File: src/rtl/lmem_01_seq_ctrl.sv
// lmem_01_seq_ctrl: read/write slot sequencer for the layer-0 to layer-1 L-memory stage.
// Optional early termination on syndrome_ok is enabled by `define LMEM_SEQ_EARLYTERM_EN.
module lmem_01_seq_ctrl #(
    parameter int ADDRESSWIDTH = 5,
    parameter int NCYC         = 20,
    parameter int PIPE_LAT     = 6,
    parameter int ITRWIDTH     = 4
) (
    input  logic                    clk,
    input  logic                    rst,
    input  logic                    start,
    input  logic [ITRWIDTH-1:0]     max_iter,
`ifdef LMEM_SEQ_EARLYTERM_EN
    input  logic                    syndrome_ok,
`endif
    input  logic                    hold,
    output logic                    rd_en_o,
    output logic [ADDRESSWIDTH-1:0] rd_address_o,
    output logic                    wr_en_o,
    output logic [ADDRESSWIDTH-1:0] wr_address_o,
    output logic                    feedback_en_o,
    output logic [ITRWIDTH-1:0]     itr_o,
    output logic                    busy_o,
    output logic                    done_o
);

    typedef enum logic [1:0] {IDLE, ISSUE, DRAIN, FINISH} state_t;

    state_t                  state, state_n;
    logic [ADDRESSWIDTH-1:0] addr, addr_n;
    logic [ITRWIDTH-1:0]     max_q, max_n;
    logic [ITRWIDTH-1:0]     itr_n;
    logic                    rd_en_n, fb_n, busy_n, done_n;
    logic [ADDRESSWIDTH-1:0] rd_address_n;
    logic [ITRWIDTH:0]       itr_inc;
    logic                    last_itr, finish_now, pending;

    logic [PIPE_LAT-1:0]     dl_en;
    logic [ADDRESSWIDTH-1:0] dl_addr [PIPE_LAT];

    assign wr_en_o      = dl_en[PIPE_LAT-1];
    assign wr_address_o = dl_addr[PIPE_LAT-1];

    assign itr_inc  = {1'b0, itr_o} + 1'b1;
    assign last_itr = itr_inc >= {1'b0, max_q};

`ifdef LMEM_SEQ_EARLYTERM_EN
    assign finish_now = last_itr | syndrome_ok;
`else
    assign finish_now = last_itr;
`endif

    // Sweep is drained once only the write currently on wr_en_o remains.
    always_comb begin
        pending = rd_en_o;
        for (int i = 0; i < PIPE_LAT - 1; i++) begin
            pending = pending | dl_en[i];
        end
    end

    // Next-state and next-output logic for the sequencer.
    always_comb begin
        state_n      = state;
        addr_n       = addr;
        max_n        = max_q;
        itr_n        = itr_o;
        rd_en_n      = 1'b0;
        rd_address_n = rd_address_o;
        fb_n         = feedback_en_o;
        busy_n       = busy_o;
        done_n       = 1'b0;
        unique case (state)
            IDLE: begin
                if (start) begin
                    max_n   = (max_iter == '0) ? ITRWIDTH'(1) : max_iter;
                    itr_n   = '0;
                    addr_n  = '0;
                    fb_n    = 1'b0;
                    busy_n  = 1'b1;
                    state_n = ISSUE;
                end
            end
            ISSUE: begin
                if (!hold) begin
                    rd_en_n      = 1'b1;
                    rd_address_n = addr;
                    if (addr == ADDRESSWIDTH'(NCYC - 1)) begin
                        addr_n  = '0;
                        state_n = DRAIN;
                    end else begin
                        addr_n = addr + 1'b1;
                    end
                end
            end
            DRAIN: begin
                if (!pending) begin
                    if (finish_now) begin
                        done_n  = 1'b1;
                        busy_n  = 1'b0;
                        state_n = FINISH;
                    end else begin
                        itr_n   = itr_inc[ITRWIDTH-1:0];
                        addr_n  = '0;
                        fb_n    = 1'b1;
                        state_n = ISSUE;
                    end
                end
            end
            FINISH: begin
                state_n = IDLE;
            end
            default: begin
                state_n = IDLE;
            end
        endcase
    end

    // State and registered outputs; reset aborts any run in progress.
    always_ff @(posedge clk) begin
        if (rst) begin
            state         <= IDLE;
            addr          <= '0;
            max_q         <= '0;
            itr_o         <= '0;
            rd_en_o       <= 1'b0;
            rd_address_o  <= '0;
            feedback_en_o <= 1'b0;
            busy_o        <= 1'b0;
            done_o        <= 1'b0;
        end else begin
            state         <= state_n;
            addr          <= addr_n;
            max_q         <= max_n;
            itr_o         <= itr_n;
            rd_en_o       <= rd_en_n;
            rd_address_o  <= rd_address_n;
            feedback_en_o <= fb_n;
            busy_o        <= busy_n;
            done_o        <= done_n;
        end
    end

    // Fixed-latency copy of the read stream, stalls included, becomes the write stream.
    always_ff @(posedge clk) begin
        if (rst) begin
            dl_en <= '0;
            for (int i = 0; i < PIPE_LAT; i++) begin
                dl_addr[i] <= '0;
            end
        end else begin
            dl_en      <= {dl_en[PIPE_LAT-2:0], rd_en_o};
            dl_addr[0] <= rd_address_o;
            for (int i = 1; i < PIPE_LAT; i++) begin
                dl_addr[i] <= dl_addr[i-1];
            end
        end
    end

endmodule

File: config.mk
export PLATFORM = sky130hd
export DESIGN_NAME = lmem_01_seq_ctrl
export DESIGN_NICKNAME = d
export VERILOG_FILES = /design/src/rtl/lmem_01_seq_ctrl.sv
export SDC_FILE = /design/constraint.sdc
export NUM_CORES = 1
export LEC_CHECK = 0
export CAP_MARGIN = 20
export CORE_MARGIN = 1.5
export CORE_UTILIZATION = 43
export DETAILED_ROUTE_END_ITERATION = 10
export PLACE_DENSITY_LB_ADDON = 0.25
export SYNTH_ARGS = -nofsm -noshare
export SYNTH_HDL_FRONTEND = slang
export SYNTH_SLANG_ARGS = --single-unit
File: constraint.sdc
create_clock -name clk -period 2.34 [get_ports clk]
set_clock_uncertainty 0.05 [all_clocks]
set_input_delay 0.234 -clock clk [delete_from_list [all_inputs] [get_ports clk]]
set_output_delay 0.234 -clock clk [all_outputs]
set_load 0.02 [all_outputs]
==> impl_metrics.tcl <==
set metrics [dict create \
    finalSetupTns_ns 0 \
    first_pass_iters 4 \
    cts_root_buffer "clkbuf_8" \
    seq_power_share 0.473 \
    fillers 454 \
    drv_slew 0 \
    grt_pass1_vias 1353 \
    clk_pin_slew_ns 0.07 \
    final_antenna_net_count 0 \
    wl_met3_um 178 \
    num_vias 1492 \
    diodes 0 \
    rows 25 \
    ys_types 49 \
    hpwl_mm 2.468 \
    holdWs_ns 0.3831 \
    io_buffer_count 26 \
    worstSetupStartpointType "flop" \
    synth_seq_cells 60 \
    setup_viol 0 \
    status "completed" \
    grt_start_max_net_pins 49 \
    fin_crit_ns 2.258 \
    syn-num-nets 218 \
    layout.nets 248 \
    top_level_ports 27 \
    place_area_um2 2527 \
    power_frac_comb 0.085 \
    routedWlPerCell_um 11.96 \
    fin_crit_sh 0.9651 \
    slew_headroom 0.7163 \
    htreeDepth 3 \
    netlist_instances 204 \
    grt_pass1_wl_mm 6.099 \
    cts_buffer_depth 2 \
    p_leak_nw 1.084 \
    cts_tree "yes" \
    crit_path_end_kind "flop" \
    synthTopCellsByCount "dfxtp_1, nor2b_1, nand2_1" \
    grt_util_all_layers 0.1509 \
    final_area_um2 2763 \
    worstSkewPairLatency_ns 0.33 \
    antenna_found_initial 0 \
    maxUsedRoutingLayer "met4" \
    maxCapViolCount 0 \
    critPathArrivalTime_ns 2.44 \
    yosys-top-cells-area "dfxtp_1, nor2b_1, ha_1" \
    met1Wirelength_mm 1.742 \
    cts_sinks 60 \
    p_int_mw 1.741 \
    finalWorstSetupSlack_ns 0.08175 \
    initial_utilization 0.4538 \
    synth.most_common_cell "dfxtp_1" \
    hold_violations 0 \
    report.power.total_mw 2.265 \
    worstSetupPathType "flop to flop" \
    yosysTopAreaCell "dfxtp_1" \
    yosysSeqAreaShare 0.5495 \
    synth_area_um2 2186 \
    die_h_um 74.30 \
    drtIter0Drc 52 \
    synthArstFlopShare 0 \
    worstPathRequired_ns 2.52 \
    p_sw_frac 0.2312 \
    gp_congestion 0.7705 \
    area_delta_synth_final_pct 26.39 \
    fmax_ghz 0.4428 \
    synth_ff_type "dfxtp_1" \
    synth_edf_count 0 \
    power_switching_mw 0.5237 \
    dieArea_um2 5520 \
    irDropWorstVdd_v 0.0004005 \
    cts_inserted_buffers 9 \
    synth_top_area_frac 0.5495 \
    clkPwrFrac 0.443 \
    drive_above_1_share 0.1590 \
    place_ws_ns 0.01096 \
    drc 0 \
    p_per_area_nw_per_um2 819.7 \
    crit_fanout 4 \
    routed_via_density 4.876 \
    die_w_um 74.30 \
    syn_avg_cell_area_um2 10.71 \
    yosys_warnings 0 \
    routed-wl-met2_mm 1.673 \
    core_um2 4817 \
    wirelength_mm 3.660 \
    grt_overflow 0 \
    min_path_type "flop to flop" \
    worst_pin_slew_ns 0.4256 \
]
## routing by layer
metal,vias up,track usage
li1,758,-
met1,694,0.1908
met2,32,0.2183
met3,8,0.07317
met4,0,0.06667
met5,-,0
## sequential cells by signal, summed over array words and instances (netlist names)
| name | cells |
|---|---|
| rd_address_o | 5 |
| done_o | 1 |
| dl_addr | 30 |
| state | 2 |
| itr_o | 4 |
| rd_en_o | 1 |
| addr | 5 |
| dl_en | 6 |
| feedback_en_o | 1 |
| max_q | 4 |
| busy_o | 1 |
## through the flow
| step | cells | utilization |
|---|---|---|
| final | 306 | 0.5735 |
| after global routing | 306 | 0.5735 |
| after CTS | 305 | 0.5696 |
| after detailed placement | 289 | 0.5247 |
| after global placement | 289 | 0.5247 |
| after floorplan | 204 | - |
## timing repair
item                       4_1_cts  5_1_grt
gates resized for setup          0        5
setup endpoints to repair        0        7
buffers inserted                 0        1
hold buffers                     0        0
## area by class of cell
type | count | area (um^2) | area share
repair buffers | 30 | 302.8 | 0.1096
clock inverters | 6 | 88.84 | 0.03216
multi-input cells | 128 | 937.1 | 0.3392
clock buffers | 10 | 127.6 | 0.04620
inverters | 5 | 18.77 | 0.006793
well taps | 67 | 83.83 | 0.03034
flip-flops and latches | 60 | 1204 | 0.4357
## path summary, 6_finish.rpt
check | start | endpoint | slack (ns) | cells past startpoint
hold reg to reg | dl_addr[0][2] | dl_addr[0][7] | 0.38 | 1
setup / recovery | itr_o[1] | feedback_en_o | 0.08 | 10
setup reg to reg | itr_o[1] | feedback_en_o | 0.08 | 10
hold / removal | dl_addr[0][2] | dl_addr[0][7] | 0.38 | 1
## critical path, cell delays in order, from the launching register on
cell	delay, ns
dfxtp_2	0.34
ha_2	0.18
nor2b_1	0.15
or2_4	0.24
ha_4	0.28
a21o_1	0.15
a31oi_4	0.04
buf_4	0.16
o2111a_2	0.30
buf_4	0.14
a21o_1	0.14
## logic make-up after synthesis
family,after synthesis,synth area share
XOR/XNOR,1,0.004008
multiplexers,1,0.005151
buffers and inverters,16,0.03663
AND/OR/NAND/NOR,79,0.2238
AO/OA/AOI/OAI,41,0.1465
flip-flops,60,0.5495
adder cells (fa/ha/maj),6,0.03434
## placed cells by master, fill, tap and decap left out, types with 2 or more instances in the layout
master           instances
buf_4                    3
inv_1                    5
nor2_1                   6
dfxtp_1                 58
nand2b_1                 7
a21o_1                   2
bufinv_16                2
nand3_1                  4
o21ai_0                  6
nand2_1                 10
nor2b_1                 40
clkinvlp_4               2
clkbuf_8                 9
a21oi_2                  2
ha_1                     4
clkdlybuf4s50_1         26
o22a_1                   5
dfxtp_2                  2
a21oi_1                  7
## power by group through the flow
stage               sequential, mW  combinational (mW)  clock (mW)
floorplan                     1.10               0.115           0
global placement              1.09               0.190           0
detailed placement            1.09               0.191           0
CTS                           1.07               0.191        1.03
global route                  1.07               0.210        1.09
finish                        1.07               0.192        1.00
(Power assumes the default switching activity.)
